`src/rtl/game_pkg.sv`:
```
// Shared game types: top-level screen selector states and the referee FSM states.
package game_pkg;

  // Top-level screen selector state, driven by the game-state selector.
  typedef enum logic [2:0] {
    START   = 3'd0,
    KEEPER  = 3'd1,
    SHOOTER = 3'd2,
    WINNER  = 3'd3,
    LOSER   = 3'd4
  } g_state;

  // Referee sequencing states.
  typedef enum logic [2:0] {
    IDLE      = 3'd0,
    WAIT_SHOT = 3'd1,
    HOLD      = 3'd2,
    EVAL      = 3'd3,
    SWITCH    = 3'd4,
    DONE      = 3'd5
  } ref_state_t;

  // Kicks still to come in regulation, clamped at 0 once regulation is used up.
  function automatic logic [4:0] rem_kicks(input logic [4:0] rounds, input logic [4:0] kicks);
    if (kicks >= rounds) return 5'd0;
    return rounds - kicks;
  endfunction

endpackage

```
`src/rtl/ref_hold_timer.sv`:
```
// Result-hold timer: loaded when a shot resolves, raises o_done on the last hold cycle.
module ref_hold_timer #(
  parameter int HOLD_CYCLES = 65_000_000
) (
  input  logic clk,
  input  logic rst,
  input  logic i_clear,
  input  logic i_load,
  output logic o_done
);

  localparam int W = (HOLD_CYCLES < 2) ? 1 : $clog2(HOLD_CYCLES + 1);
  localparam logic [W-1:0] LP_LOAD = W'(HOLD_CYCLES);
  localparam logic [W-1:0] LP_ONE  = W'(1);

  logic [W-1:0] r_cnt;

  // Down-counter: load, then count to zero; clear wins over load.
  always_ff @(posedge clk) begin
    if (rst || i_clear) begin
      r_cnt <= '0;
    end else if (i_load) begin
      r_cnt <= LP_LOAD;
    end else if (r_cnt != '0) begin
      r_cnt <= r_cnt - LP_ONE;
    end
  end

  // Counter holds HOLD_CYCLES on the first hold cycle, so 1 marks the last one.
  assign o_done = (r_cnt == LP_ONE);

endmodule

```
`src/rtl/match_referee.sv`:
```
// Penalty-shootout referee: counts shots, applies regulation and sudden-death rules,
// and tells the screen selector when to swap turns or end the match.
//
// Pulse semantics: end_gk / end_sh are single-cycle, registered, never overlapping
// with each other or with match_end. The selector must move game_state off the
// finished screen; the referee does not accept a new shot until it has done so.
module match_referee
  import game_pkg::*;
#(
  parameter int ROUNDS      = 5,
  parameter int MAX_KICKS   = 10,
  parameter int HOLD_CYCLES = 65_000_000
) (
  input  logic       clk,
  input  logic       rst,
  input  g_state     game_state,
  input  logic       shot_done,
  input  logic       shot_goal,
  output logic       end_gk,
  output logic       end_sh,
  output logic       match_end,
  output logic       match_result,
  output logic [3:0] score_player,
  output logic [3:0] score_enemy,
  output logic [3:0] kicks_player,
  output logic [3:0] kicks_enemy,
  output logic       holding,
  output ref_state_t dbg_state
);

  localparam logic [4:0] LP_R   = 5'(ROUNDS);
  localparam logic [3:0] LP_MAX = 4'(MAX_KICKS);

  ref_state_t r_state;
  logic       r_turn_sh;
  logic       r_pulsed;
  logic [3:0] r_sp, r_se, r_kp, r_ke;
  logic       r_end_gk, r_end_sh, r_match_end, r_match_result, r_holding;

  logic       w_in_play, w_abort, w_accept, w_timer_done;
  logic [4:0] w_sp5, w_se5, w_kp5, w_ke5, w_rem_p, w_rem_e;
  logic       w_early_win, w_early_loss, w_reg_decide, w_cap_tie;
  logic       w_decided, w_result;
  g_state     w_turn_gs;

  function automatic logic [3:0] sat_inc(input logic [3:0] v, input logic en);
    if (en && (v != LP_MAX)) return v + 4'd1;
    return v;
  endfunction

  assign w_in_play = (game_state == KEEPER) || (game_state == SHOOTER);
  assign w_abort   = (game_state == START) && (r_state != IDLE);
  assign w_accept  = (r_state == WAIT_SHOT) && shot_done && w_in_play;
  assign w_turn_gs = r_turn_sh ? SHOOTER : KEEPER;

  ref_hold_timer #(.HOLD_CYCLES(HOLD_CYCLES)) u_hold (
    .clk     (clk),
    .rst     (rst),
    .i_clear (w_abort),
    .i_load  (w_accept),
    .o_done  (w_timer_done)
  );

  assign w_sp5   = {1'b0, r_sp};
  assign w_se5   = {1'b0, r_se};
  assign w_kp5   = {1'b0, r_kp};
  assign w_ke5   = {1'b0, r_ke};
  assign w_rem_p = rem_kicks(LP_R, w_kp5);
  assign w_rem_e = rem_kicks(LP_R, w_ke5);

  assign w_early_win  = (w_ke5 < LP_R) && (w_sp5 > (w_se5 + w_rem_e));
  assign w_early_loss = (w_kp5 < LP_R) && (w_se5 > (w_sp5 + w_rem_p));
  assign w_reg_decide = (r_kp == r_ke) && (w_kp5 >= LP_R) && (r_sp != r_se);
  assign w_cap_tie    = (r_kp == LP_MAX) && (r_ke == LP_MAX) && (r_sp == r_se);

  // Shootout rules, first match wins; a tie at the kick cap counts as a loss.
  always_comb begin
    w_decided = 1'b1;
    w_result  = 1'b0;
    if (w_early_win) begin
      w_result = 1'b1;
    end else if (w_early_loss) begin
      w_result = 1'b0;
    end else if (w_reg_decide) begin
      w_result = (r_sp > r_se);
    end else if (w_cap_tie) begin
      w_result = 1'b0;
    end else begin
      w_decided = 1'b0;
    end
  end

  // Referee FSM with registered outputs; START from any active state aborts and clears.
  always_ff @(posedge clk) begin
    if (rst) begin
      r_state        <= IDLE;
      r_turn_sh      <= 1'b0;
      r_pulsed       <= 1'b0;
      r_sp           <= '0;
      r_se           <= '0;
      r_kp           <= '0;
      r_ke           <= '0;
      r_end_gk       <= 1'b0;
      r_end_sh       <= 1'b0;
      r_match_end    <= 1'b0;
      r_match_result <= 1'b0;
      r_holding      <= 1'b0;
    end else begin
      r_end_gk <= 1'b0;
      r_end_sh <= 1'b0;
      if (w_abort) begin
        r_state        <= IDLE;
        r_turn_sh      <= 1'b0;
        r_pulsed       <= 1'b0;
        r_sp           <= '0;
        r_se           <= '0;
        r_kp           <= '0;
        r_ke           <= '0;
        r_match_end    <= 1'b0;
        r_match_result <= 1'b0;
        r_holding      <= 1'b0;
      end else begin
        case (r_state)
          IDLE: begin
            if (w_in_play) r_state <= WAIT_SHOT;
          end
          WAIT_SHOT: begin
            if (w_accept) begin
              r_turn_sh <= (game_state == SHOOTER);
              if (game_state == SHOOTER) begin
                r_kp <= sat_inc(r_kp, 1'b1);
                r_sp <= sat_inc(r_sp, shot_goal);
              end else begin
                r_ke <= sat_inc(r_ke, 1'b1);
                r_se <= sat_inc(r_se, shot_goal);
              end
              r_holding <= 1'b1;
              r_state   <= HOLD;
            end
          end
          HOLD: begin
            if (w_timer_done) begin
              r_holding <= 1'b0;
              r_state   <= EVAL;
            end
          end
          EVAL: begin
            r_pulsed <= 1'b0;
            if (w_decided) begin
              r_match_end    <= 1'b1;
              r_match_result <= w_result;
              r_state        <= DONE;
            end else begin
              r_state <= SWITCH;
            end
          end
          SWITCH: begin
            if (!r_pulsed) begin
              r_pulsed <= 1'b1;
              if (r_turn_sh) r_end_sh <= 1'b1;
              else           r_end_gk <= 1'b1;
            end else if (game_state != w_turn_gs) begin
              r_state <= WAIT_SHOT;
            end
          end
          DONE: begin
            r_state <= DONE;
          end
          default: r_state <= IDLE;
        endcase
      end
    end
  end

  assign end_gk       = r_end_gk;
  assign end_sh       = r_end_sh;
  assign match_end    = r_match_end;
  assign match_result = r_match_result;
  assign score_player = r_sp;
  assign score_enemy  = r_se;
  assign kicks_player = r_kp;
  assign kicks_enemy  = r_ke;
  assign holding      = r_holding;
  assign dbg_state    = r_state;

endmodule

```
`config.mk`:
```
export PLATFORM = sky130hd
export DESIGN_NAME = match_referee
export DESIGN_NICKNAME = d
export VERILOG_FILES = /design/src/rtl/game_pkg.sv /design/src/rtl/ref_hold_timer.sv /design/src/rtl/match_referee.sv
export SDC_FILE = /design/constraint.sdc
export NUM_CORES = 1
export LEC_CHECK = 0
export CORE_UTILIZATION = 42
export DETAILED_ROUTE_END_ITERATION = 10
export DONT_BUFFER_PORTS = 1
export PLACE_DENSITY = 0.58
export SYNTH_ARGS = -nofsm -noshare
export SYNTH_HDL_FRONTEND = slang
export SYNTH_SLANG_ARGS = --single-unit
```
`constraint.sdc`:
```
create_clock -name clk -period 3.9 [get_ports clk]
set_input_delay 0.39 -clock clk [delete_from_list [all_inputs] [get_ports clk]]
set_output_delay 0.39 -clock clk [all_outputs]
set_load 0.05 [all_outputs]
```
**Word level (Yosys, flattened, before mapping)**

Cells that the tools add are included.

- Input port bits: 7
- Flip-flop bits (word level): 52
- Output and inout bits: 24

- Bitwise gates (word level): 2
- Add/subtract/negate cells: 9
- Muxes and demuxes: 57
- Eq/ne operators: 23
- Magnitude comparators: 7
- Reductions and logical operators: 31

Operators by type and width:

| cell | number |
|---|---|
| 26-bit 2-to-1 mux | 2 |
| 1-bit 2-to-1 mux | 38 |
| 26-bit by 1-bit equality test with 1-bit output, second input constant | 1 |
| 26-bit nonzero test | 1 |
| 26-bit by 1-bit subtractor with 26-bit output, second input constant | 1 |
| 5-bit 2-to-1 mux | 4 |
| 3-bit one-hot mux with 6 select lines | 1 |
| 4-bit by 1-bit adder with 4-bit output, second input constant | 4 |
| 4-bit 2-to-1 mux | 4 |
| 4-bit != test, second input constant | 4 |
| 4-bit AND reduction | 4 |
| 3-bit 2-to-1 mux | 5 |
| 1-bit logical AND | 11 |
| 4-bit by 5-bit adder with 5-bit output | 2 |
| 4-bit by 5-bit greater-than comparator with 1-bit output | 2 |
| 3-bit by 4-bit subtractor with 5-bit output, first input constant | 2 |
| 3-bit by 2-bit equality test with 1-bit output, second input constant | 3 |
| 4-bit equality test | 2 |
| 4-bit equality test, second input constant | 2 |
| 4-bit by 3-bit greater-or-equal comparator with 1-bit output, second input constant | 2 |
| 4-bit by 3-bit < comparator with 1-bit output, second input constant | 2 |
| 3-bit by 1-bit equality test with 1-bit output, second input constant | 2 |
| 3-bit equality test, second input constant | 2 |
| 3-bit zero test | 2 |
| other kinds (16) | 26 |

**Logic depth before layout (Yosys ltp)**

Gate-level depths: netlist (run 1).

- Depth in word-level cells: 10
- Mapped depth: 16

**Modules after synthesis**

Synthesis (run 1) repeated with hierarchy kept, for this count alone.

- Cell total of the unflattened synthesis: 400
- Area total of the unflattened synthesis: 3554.7 um^2

Modules (own cells, without submodules):

| module | cells an instance | area an instance (um^2) | times used | sequential area each (um^2) |
|---|---|---|---|---|
| match_referee | 239 | 2098.3 | 1 | 520.5 |
| ref_hold_timer | 161 | 1456.4 | 1 | 520.5 |

**Least setup slack after synthesis (run 1)**

OpenSTA, ideal clock, no wires.

- Path kind: register to register
- From: register r_kp[1] (netlist: kicks_player[1])
- To: register r_match_result (netlist: match_result)
- Buffers on the path: 0
- Slack: 0.562 ns
- Data arrival time: 3.208 ns
- Setup time: 0.130 ns
- Period minus slack after synthesis: 3.338 ns
- Data required time: 3.770 ns
- Cell stages (with the launch flop): 15
- Path through: dfxtp_1 -> ha_1 -> inv_1 -> ha_1 -> and3_1 -> ha_1 -> a21o_1 -> a21oi_1 -> xor2_1 -> ha_1 -> nand2_1 -> o2111a_1 -> nand4b_1 -> a221oi_1 -> nor3b_1

- Word-level cells in the longest chain between the ends: 9
- Elaborated cells on any way between the ends: 22
- Classes of those cells: add/sub (2); order compare (3); eq/ne (2); mux (9); reduce/logical (6)

Ends and longest elaborated chain:

| what | line | RTL |
|---|---|---|
| start, declared | match_referee.sv:37 | `logic [3:0] r_sp, r_se, r_kp, r_ke;` |
| start signal, assigned | match_referee.sv:131 | `r_kp <= sat_inc(r_kp, 1'b1);` |
| 4-bit by 3-bit greater-or-equal comparator with 1-bit output | game_pkg.sv:25, match_referee.sv:73 |  |
| 1-bit 2-to-1 mux | game_pkg.sv:25 | `if (kicks >= rounds) return 5'd0;` |
| 5-bit 2-to-1 mux | game_pkg.sv:26 | `return rounds - kicks;` |
| 4-bit by 5-bit adder with 5-bit output | match_referee.sv:72 | `assign w_early_loss = (w_kp5 < LP_R) && (w_se5 > (w_sp5 + w_rem_p));` |
| 4-bit by 5-bit greater-than comparator with 1-bit output | match_referee.sv:72 |  |
| 1-bit logical AND | match_referee.sv:72 |  |
| 1-bit 2-to-1 mux | match_referee.sv:82 | `end else if (w_early_loss) begin` |
| 1-bit 2-to-1 mux | match_referee.sv:80 | `if (w_early_win) begin` |
| 2-bit AND reduction (no source line) | - |  |
| end signal, assigned | match_referee.sv:151 | `r_match_result <= w_result;` |
| end, declared | match_referee.sv:38 | `logic r_end_gk, r_end_sh, r_match_end, r_match_result, r_holding;` |

Parallel ways exist; a longest one is shown, timed or not.
A chain may end at the register's enable or synchronous reset.

**Final worst setup path (run 1)**

- From: register r_ke[1] (netlist: kicks_enemy[1])
- To: register r_match_result (netlist: match_result)

- Word-level cells in the longest chain between the ends: 8
- Elaborated cells on any way between the ends: 22
- Classes of those cells: add/sub (2); order compare (3); eq/ne (2); mux (9); reduce/logical (6)

Ends and longest elaborated chain:

| what | line | RTL |
|---|---|---|
| start, declared | match_referee.sv:37 |  |
| start signal, assigned | match_referee.sv:134 | `r_ke <= sat_inc(r_ke, 1'b1);` |
| 4-bit by 3-bit greater-or-equal comparator with 1-bit output / 4-bit equality test (equally long branches) | game_pkg.sv:25, match_referee.sv:74 |  |
| 1-bit 2-to-1 mux / 1-bit logical AND (equally long branches) | game_pkg.sv:25, match_referee.sv:74 |  |
| 5-bit 2-to-1 mux / 1-bit logical AND (equally long branches) | game_pkg.sv:26, match_referee.sv:74 |  |
| 4-bit by 5-bit adder with 5-bit output / 1-bit 2-to-1 mux (equally long branches) | match_referee.sv:71, match_referee.sv:86 |  |
| 4-bit by 5-bit greater-than comparator with 1-bit output / 1-bit 2-to-1 mux (equally long branches) | match_referee.sv:71, match_referee.sv:84 |  |
| 1-bit logical AND / 1-bit 2-to-1 mux (equally long branches) | match_referee.sv:71, match_referee.sv:82 |  |
| 1-bit 2-to-1 mux | match_referee.sv:80 |  |
| 2-bit AND reduction (no source line) | - |  |

Parallel ways exist; a longest one is shown, timed or not.

==> run metrics, run 1 <==
Critical Path End Type flop; Leak 1.55 nW; Reg-to-Reg Start kicks_enemy[1]$_SDFFE_PP0P_; die width approximately 93 um; maximum VDD drop ~0.22 mV; per-cell routed wire length 14.1 um; Synth Warn # 0; total track usage 0.178; clock skew 0.00717 ns; Crit Path Max Fanout 6; Die Y 92.8 um; clock sinks 52; most frequent cells in the layout dfxtp_1 (52), nor2_1 (48), ha_1 (38); fin crit share 0.830; min-delay worst type in2reg; Mapped Nets 440; Slew Limit Fails 0; Setup Crit Path Kind reg2reg; CTS tree done; first-pass GRT wire length 12.3 mm; status finished clean; Core Area 0.00785 sq mm; number of global-route vias before repair 2587; library cells used by synthesis 59; Hold Path Sink dbg_state[0]$_SDFFE_PP0P_; pwr dens 536 mW/mm^2; worst-path cell chain buf_4 > inv_1 > ha_1 > nand3b_1 > and3_1 > ha_1 > a21o_1 > a21oi_1 > xor2_1 > ha_1 > nand4_1 > nand3_1 > a21oi_1 > o21a_1 > a221oi_1 > nor3b_1; Mean Syn Cell Area ~9 sq um; share of layout cells above drive strength 1 0.116; remaining antenna violation count 0; slowest cell on the critical path dfxtp_1; RSZ-0062 raised after global routing false; cts bufs inserted 5; worst flop-to-flop path endpoint match_result$_SDFFE_PP0P_; max_cap viols 0; #FFs+latches synth 52; CP dominant cell by count ha_1; vias per std cell roughly 5.4; Max-slew headroom 0.447; Top Ports 31; Post-synth EDFFs 0; # DRC 0; placed insts 499; sequential share of the synthesized area 0.300; largest stage delay on the critical path roughly 0.44 ns; worst hold start rst; CTS resizes 0; Final Setup Violations 0; Max Freq ~0.31 GHz; Clk pin slew, worst setup/hold paths 0.10 ns; cell count after synthesis 393; hold_buf cts 0; DR iter-0 viols 79; routed wire length slightly above 7 mm; startpoint class of the critical path flop; I/O Buffers 0; Most used DFF post-synth dfxtp_1; min Tclk post-route 3.24 ns; H-tree Lvls 2; r2r setup slk 0.66 ns; commonest non-fill, non-tap cell in the layout dfxtp_1; Finished Layout Cells 507; total gr overflow 0; post-DP HPWL roughly 5.2 mm; clk_lat worst skew 0.31 ns; Req. time, crit path roughly 4.1 ns; Pre-antenna DRT Iters 4; Power Total 1.99 mW; CP arrival between 3 and 4 ns; Cell Area, Synth 0.00347 sq mm; gp weighted congestion 0.798; Root Buffer clkbuf_8; Layout Nets 451; pin count of the biggest net entering global routing 42; diodes inserted 0; TNS Setup 0 ns; Max clock buf depth 2; Site Rows 32; FFs w/ async S/R, synth 0; R2R depth 16; Die ar. around 0.0086 sq mm; worst slew pin tran 0.829 ns; setup repair bufs after CTS 0; final hold violations 0; area grow syn2layout 7.04%; worst hold stages 3; Initial Util 0.442; initial antenna violation count 0; via count 2734
cell usage after synthesis, types with 2 or more instances:
library cell | n | area [sq um]
and3_1 | 7 | 43.8
or4_4 | 2 | 22.5
a31oi_1 | 5 | 31.3
o211ai_1 | 3 | 22.5
and3b_1 | 3 | 26.3
o21ai_0 | 9 | 45.0
fa_1 | 2 | 40.0
xnor2_1 | 17 | 149
inv_1 | 22 | 82.6
o21a_1 | 3 | 22.5
a221oi_1 | 2 | 17.5
nand4b_1 | 6 | 52.6
a21oi_1 | 28 | 140
dfxtp_1 | 52 | 1040
nor2b_1 | 6 | 37.5
nand2_1 | 16 | 60.1
nor3_2 | 3 | 30.0
and2_1 | 2 | 12.5
clkbuf_8 | 3 | 41.3
nand2b_1 | 6 | 37.5
ha_1 | 38 | 475
nor2_1 | 48 | 180
a211oi_1 | 5 | 37.5
o31ai_1 | 2 | 15.0
nand3b_1 | 4 | 30.0
clkbuf_1 | 7 | 26.3
or3_2 | 2 | 15.0
or3_4 | 2 | 22.5
nand4_1 | 6 | 37.5
nand3_1 | 14 | 70.1
a211o_1 | 2 | 17.5
nor4_2 | 2 | 25.0
xor2_1 | 25 | 219
nor3b_1 | 2 | 15.0
nor3_1 | 10 | 50.1
a21o_1 | 4 | 30.0
cell families (layout without fill, tap and decap cells):
logic type | Yosys count | count (layout) | synth area share
and+or+nand+nor | 154 | 154 | 0.262
AOI/OAI and AO/OA | 70 | 70 | 0.129
DFF | 52 | 52 | 0.300
xor gates and xnor gates | 42 | 42 | 0.106
adders and majority gates | 40 | 40 | 0.149
buffers and inverters | 34 | 46 | 0.0509
muxes | 1 | 1 | 0.00289
cell type report:
type	count	area, sq um
Clock buffer	5	68.8
Clock inverter	3	21.3
Fill cell	818	4140
Inverter	22	82.6
Multi-Input combinational cell	307	2250
Sequential cell	52	1040
Tap cell	102	128
Timing Repair Buffer	16	120
metal layers:
layer | up-vias | share of wire | global-route usage
li1 | 1408 | - | -
met4 | 0 | 0.0088 | 0.0385
met1 | 1285 | 0.52 | 0.249
met3 | 5 | 0.036 | 0.0361
met5 | - | 0 | 0
met2 | 36 | 0.44 | 0.279
flip-flops by register name, indices dropped and copies added, names as in the netlist, 3 cells and up:
name          flops
dbg_state         3
score_player      4
u_hold.r_cnt     26
score_enemy       4
kicks_player      4
kicks_enemy       4
worst max-delay path: cells and delay by family (launching register included):
family / cells / cell delay (ns)
simple gates: 5 / 0.75
compound gates: 5 / 0.72
flops: 1 / 0.44
xor+xnor: 1 / 0.17
buf+inv: 2 / 0.35
fa+ha+maj: 3 / 0.72
where the power goes:
group	internal, mW	leakage, nW	switching, mW
clock network	0.128	0.0445	0.192
registers	0.636	0.423	0.110
logic	0.413	1.08	0.511
metrics by stage:
| stage | hold slack [ns] | setup slack (ns) | utilization | cell area, sq um |
|---|---|---|---|---|
| after floorplan | 0.450 | 0.562 | - | 3470 |
| after CTS | 0.324 | 0.672 | 0.473 | 3710 |
| after global placement | 0.474 | 0.789 | 0.461 | 3620 |
| after detailed placement | 0.475 | 0.703 | 0.461 | 3620 |
| final | 0.336 | 0.662 | 0.473 | 3710 |
| after global routing | 0.307 | 0.392 | 0.473 | 3710 |
worst max-delay path by stage:
stage	start	endpoint	slack [ns]	cells past startpoint
after floorplan	kicks_player[1]$_SDFFE_PP0P_	match_result$_SDFFE_PP0P_	0.56	14
after global placement	kicks_enemy[1]$_SDFFE_PP0P_	match_result$_SDFFE_PP0P_	0.79	16
after detailed placement	kicks_enemy[1]$_SDFFE_PP0P_	match_result$_SDFFE_PP0P_	0.70	16
after CTS	kicks_enemy[1]$_SDFFE_PP0P_	match_result$_SDFFE_PP0P_	0.67	16
after global routing	kicks_enemy[1]$_SDFFE_PP0P_	match_result$_SDFFE_PP0P_	0.39	16
final	kicks_enemy[1]$_SDFFE_PP0P_	match_result$_SDFFE_PP0P_	0.66	16
(Power assumes the default switching activity.)
==> run 2: changes to the inputs <==
--- a/config.mk
+++ b/config.mk
@@ -8,7 +8,7 @@
 export CORE_UTILIZATION = 42
 export DETAILED_ROUTE_END_ITERATION = 10
 export DONT_BUFFER_PORTS = 1
-export PLACE_DENSITY = 0.58
+export PLACE_DENSITY = 0.61
 export SYNTH_ARGS = -nofsm -noshare
 export SYNTH_HDL_FRONTEND = slang
 export SYNTH_SLANG_ARGS = --single-unit
==> constraint.sdc (replaced) <==
create_clock -name clk -period 2.7 [get_ports clk]
set_input_delay 0.27 -clock clk [delete_from_list [all_inputs] [get_ports clk]]
set_output_delay 0.27 -clock clk [all_outputs]
set_load 0.05 [all_outputs]
==> run 2 against run 1 <==
The flow now finishes with violations (negative setup slack); final area is 12% higher; routed wire length is 11% higher; combinational power is 46% higher; clock power is 42% higher; critical path depth is 1 lower.
==> run metrics, run 2 (synthesis gave the netlist of run 1 again) <==
Top Ports 31; Setup WS post-layout -0.105 ns; # DRC 0; worst hold start rst; remaining antenna violation count 0; CTS tree done; Slew Limit Fails 0; via count 2866; placed insts a little over 500; maximum VDD drop 0.447 mV; Critical Path End Type flop; startpoint class of the critical path flop; Finished Layout Cells roughly 530; RSZ-0062 raised after global routing true; Core Area 0.00785 sq mm; CP arrival 3.01 ns; pin count of the biggest net entering global routing 29; Sw Pwr between 1 and 1.5 mW; Die Y 92.8 um; Setup Crit Path Kind reg2reg; register area 0.00107 sq mm; Initial Util 0.442; max_cap viols 0; area grow syn2layout 20.0%; failing checks negative setup slack; commonest non-fill, non-tap cell in the layout nor2_1; Clk pwr share 0.158; H-tree Lvls 2; diodes inserted 0; r2r setup slk -0.11 ns; total gr overflow 0; Switching Fraction 0.405; initial antenna violation count 0; fin crit share 1.04; Root Buffer clkbuf_8; clock sinks 52; share of layout cells above drive strength 1 0.267; vias per std cell 5.38; Largest register FFs 26; gp weighted congestion approximately 0.81; R2R depth 15; Fillers 760; status complete, but fails checks; post-DP HPWL between 5 and 6 mm; worst flop-to-flop path endpoint dbg_state[0]$_SDFFE_PP0P_; Seq pwr share 0.370; Die ar. 0.00862 sq mm; Clk pin slew, worst setup/hold paths about 0.10 ns; TNS Setup -0.258 ns; worst slew pin tran 0.617 ns; Layout Nets 477; most frequent cells in the layout nor2_1 (47), dfxtp_1 (44), buf_4 (42); Cell Int Power 1.71 mW; Req. time, crit path 2.90 ns; Max-slew headroom 0.585; Comb power frac 0.472; worst hold stages 3; pwr dens 689 mW/mm^2; Top reg by flops u_hold.r_cnt; Reg-to-Reg Start kicks_player[1]$_SDFFE_PP0P_; routed wire length around 8 mm; cts bufs inserted 5; number of global-route vias before repair 2864; Site Rows 32; Power Total between 2 and 3 mW; Hold Path Sink dbg_state[0]$_SDFFE_PP0P_; Leak 1.69 nW; Hold Slack 0.195 ns; Multi-input gate area 0.00247 sq mm; clock skew ~0.011 ns; clk_lat worst skew 0.31 ns; Max clock buf depth 2; DR iter-0 viols 99; I/O Buffers 0; per-cell routed wire length approximately 15 um; Max Freq 0.356 GHz; total track usage 0.199; Pre-antenna DRT Iters 4; first-pass GRT wire length about 14 mm; Final Setup Violations 3; final hold violations 0; min-delay worst type in2reg; Crit Path Max Fanout 6; min Tclk post-route roughly 2.8 ns; die width 92.8 um; worst slack, placed -0.143 ns
==> run 2: metal layers <==
layer / routed length, um / up-vias / track usage
met5: 0 / - / 0
met3: 224 / 9 / 0.0361
met2: 3770 / 35 / 0.330
met4: 95 / 0 / 0.0513
li1: - / 1466 / -
met1: 3830 / 1356 / 0.266
==> run 2: how the worst max path moves through the flow <==
stage	startpoint	to	slack, ns	cells past startpoint
CTS	kicks_player[1]$_SDFFE_PP0P_	dbg_state[0]$_SDFFE_PP0P_	-0.08	15
finish	kicks_player[1]$_SDFFE_PP0P_	dbg_state[0]$_SDFFE_PP0P_	-0.11	15
global route	kicks_player[1]$_SDFFE_PP0P_	dbg_state[0]$_SDFFE_PP0P_	-0.29	15
floorplan	kicks_enemy[1]$_SDFFE_PP0P_	dbg_state[0]$_SDFFE_PP0P_	-0.09	15
global placement	kicks_enemy[2]$_SDFFE_PP0P_	dbg_state[0]$_SDFFE_PP0P_	-0.12	15
detailed placement	kicks_player[1]$_SDFFE_PP0P_	dbg_state[0]$_SDFFE_PP0P_	-0.14	15
==> run 2: stage by stage <==
step	utilization	instance area, sq um
after global placement	0.496	3890
after global routing	0.530	4160
after CTS	0.526	4130
final	0.530	4160
after detailed placement	0.496	3890
after floorplan	-	3590
==> run 2: power groups by stage <==
| stage | logic (mW) | clock network [mW] | registers [mW] |
|---|---|---|---|
| 5_1_grt | 1.53 | 0.502 | 1.09 |
| 2_1_floorplan | 1.18 | 0 | 1.07 |
| 4_1_cts | 1.36 | 0.474 | 1.06 |
| 3_5_place_dp | 1.34 | 0 | 1.08 |
| 3_3_place_gp | 1.33 | 0 | 1.07 |
| 6_report | 1.35 | 0.454 | 1.06 |
==> run 2: critical path: stages, from the launching register on <==
cell,delay (ns)
dfxtp_4,0.38
ha_4,0.16
inv_2,0.05
ha_4,0.15
and3_4,0.21
ha_4,0.20
a21o_1,0.16
a21oi_2,0.15
xor2_1,0.18
ha_1,0.28
a21oi_1,0.15
o21ai_0,0.10
nand4b_1,0.13
buf_4,0.14
nor3b_1,0.17
a21oi_1,0.08
==> run 2: final cells by class <==
class	instances	share of cell area
multi-input cells	307	0.595
flip-flops and latches	52	0.258
repair buffers	42	0.0758
well taps	102	0.0307
inverters	22	0.0199
clock buffers	6	0.0174
clock inverters	2	0.00391
==> run 2: repair_timing <==
item / in CTS / in global routing
resized for setup: 18 / 3
setup endpoints to repair: 3 / 3
setup buffers: 4 / 2
hold endpoints to repair: 0 / 0
hold buffers: 0 / 0
pin swaps: 25 / 18
==> run 3: changes to the inputs <==
--- a/config.mk
+++ b/config.mk
@@ -5,10 +5,13 @@
 export SDC_FILE = /design/constraint.sdc
 export NUM_CORES = 1
 export LEC_CHECK = 0
+export ABC_CLOCK_PERIOD_IN_PS = 2700
 export CORE_UTILIZATION = 42
 export DETAILED_ROUTE_END_ITERATION = 10
 export DONT_BUFFER_PORTS = 1
 export PLACE_DENSITY = 0.61
+export RECOVER_POWER = 25
+export REMOVE_ABC_BUFFERS = 1
 export SYNTH_ARGS = -nofsm -noshare
 export SYNTH_HDL_FRONTEND = slang
 export SYNTH_SLANG_ARGS = --single-unit
==> run 3 against run 2 <==
The run still ends with negative setup slack left; setup slack got worse by 0.064 ns; first-iteration DRC count rose by 7.1%; critical endpoint is now match_result$_SDFFE_PP0P_; core utilization rose by 0.43 points; hold slack improved by 0.025 ns; clock skew fell by 0.0013 ns; sequential power barely moved; power rose by 4.1%; register-to-register slack got worse by 0.06 ns; highest routed layer unchanged; sequential cell count did not move.
==> run metrics, run 3 (synthesis gave the netlist of run 1 again) <==
status complete, but fails checks; failing checks negative setup slack; Slew Limit Fails 0; Crit Path Max Fanout 4; worst slew pin tran 0.902 ns; Fillers roughly 760; Final Setup Violations 3; cts bufs inserted 5; number of global-route vias before repair ~3000; DR iter-0 viols 106; Max Freq 0.349 GHz; total gr overflow 0; Reg-to-Reg Start kicks_player[2]$_SDFFE_PP0P_; pwr dens 712 mW/mm^2; per-cell routed wire length 14.7 um; commonest non-fill, non-tap cell in the layout dfxtp_1; CTS tree done; post-DP HPWL ~5.6 mm; clock sinks 52; die width between 90 and 100 um; final hold violations 0; Top reg by flops u_hold.r_cnt; Req. time, crit path about 2.9 ns; min Tclk post-route around 2.9 ns; vias per std cell 5.44; Pre-antenna DRT Iters 5; Setup WS post-layout -0.169 ns; startpoint class of the critical path flop; H-tree Lvls 2; max_cap viols 0; Clk pin slew, worst setup/hold paths 0.10 ns; first-pass GRT wire length approximately 14 mm; diodes inserted 0; Core Area approximately 0.0078 sq mm; remaining antenna violation count 0; share of layout cells above drive strength 1 0.249; Critical Path End Type flop; hold_buf cts 0; area grow syn2layout 21.0%; fin crit share 1.06; Leak around 1.7 nW; initial antenna violation count 0; CP arrival between 3 and 4 ns; total track usage 0.202; via count slightly below 3000; Largest register FFs 26; clock skew about 0.01 ns; Site Rows 32; worst hold start rst; Critical Path Start kicks_player[2]$_SDFFE_PP0P_; I/O Buffers 0; Top Ports 31; Initial Util 0.442; min-delay worst type in2reg; worst slack, placed -0.337 ns; # DRC 0; Max-slew headroom 0.399; Max clock buf depth 2; most frequent cells in the layout dfxtp_1 (48), nor2_1 (47), buf_4 (36); maximum VDD drop around 0.39 mV; Die Y 92.8 um; gp weighted congestion a little under 0.8; routed wire length 7.95 mm; clk_lat worst skew 0.32 ns; Root Buffer clkbuf_8; Die ar. 0.00862 sq mm; RSZ-0062 raised after global routing true; Layout Nets about 480; Power Total ~3.0 mW; Setup Crit Path Kind reg2reg; pin count of the biggest net entering global routing 31
-- run 3: worst paths after layout --
path              slack, ns                         to  cells after the start
setup / recovery      -0.17  match_result$_SDFFE_PP0P_                     14
hold / removal         0.22  dbg_state[0]$_SDFFE_PP0P_                      3
setup reg to reg      -0.17  match_result$_SDFFE_PP0P_                     14
hold reg to reg        0.50          end_sh$_SDFF_PP0_                      2
-- run 3: layer usage --
layer / vias up / global-route usage / part of all wire
li1: 1481 / - / -
met1: 1399 / 0.247 / 0.46
met2: 49 / 0.352 / 0.49
met3: 6 / 0.0484 / 0.043
met4: 0 / 0.0500 / 0.0091
met5: - / 0 / 0
-- run 3: through the flow --
step,hold slack [ns],cells,utilization,instance area [sq um],setup TNS [ns]
after detailed placement,0.483,525,0.486,3810,-0.954
after global placement,0.478,525,0.486,3810,-0.750
after global routing,0.226,540,0.534,4190,-0.981
final,0.220,540,0.534,4190,-0.453
after CTS,0.203,538,0.533,4180,-0.302
after floorplan,0.450,381,-,3370,-1.71
-- run 3: final cells by class --
class,instances,area [sq um],area share
multi-input cells,307,2480,0.592
flip-flops and latches,52,1060,0.252
inverters,22,82.6,0.0197
clock inverters,2,38.8,0.00925
clock buffers,6,72.6,0.0173
repair buffers,49,334,0.0797
well taps,102,128,0.0304
-- run 3: timing repair --
item	CTS	global route
setup buffers	5	2
pin swaps	27	12
endpoints found under the setup margin	3	3
gates resized for setup	48	7
-- run 3: critical path, stage by stage, from the launching register on --
cell and delay [ns]:
dfxtp_4 0.38, buf_6 0.12, ha_4 0.14, nand3b_1 0.10, and3_4 0.21, ha_4 0.19
a21o_1 0.16, a21oi_2 0.13, xor2_1 0.15, ha_1 0.26, nand2_1 0.09, o2111a_1 0.19
nand4b_1 0.22, a221oi_2 0.35, nor3b_2 0.07
-- run 3: where the power goes --
part           switching (mW)  internal, mW
clock network           0.283         0.281
logic                   0.757         0.607
registers               0.142         0.915
total                    1.18          1.80
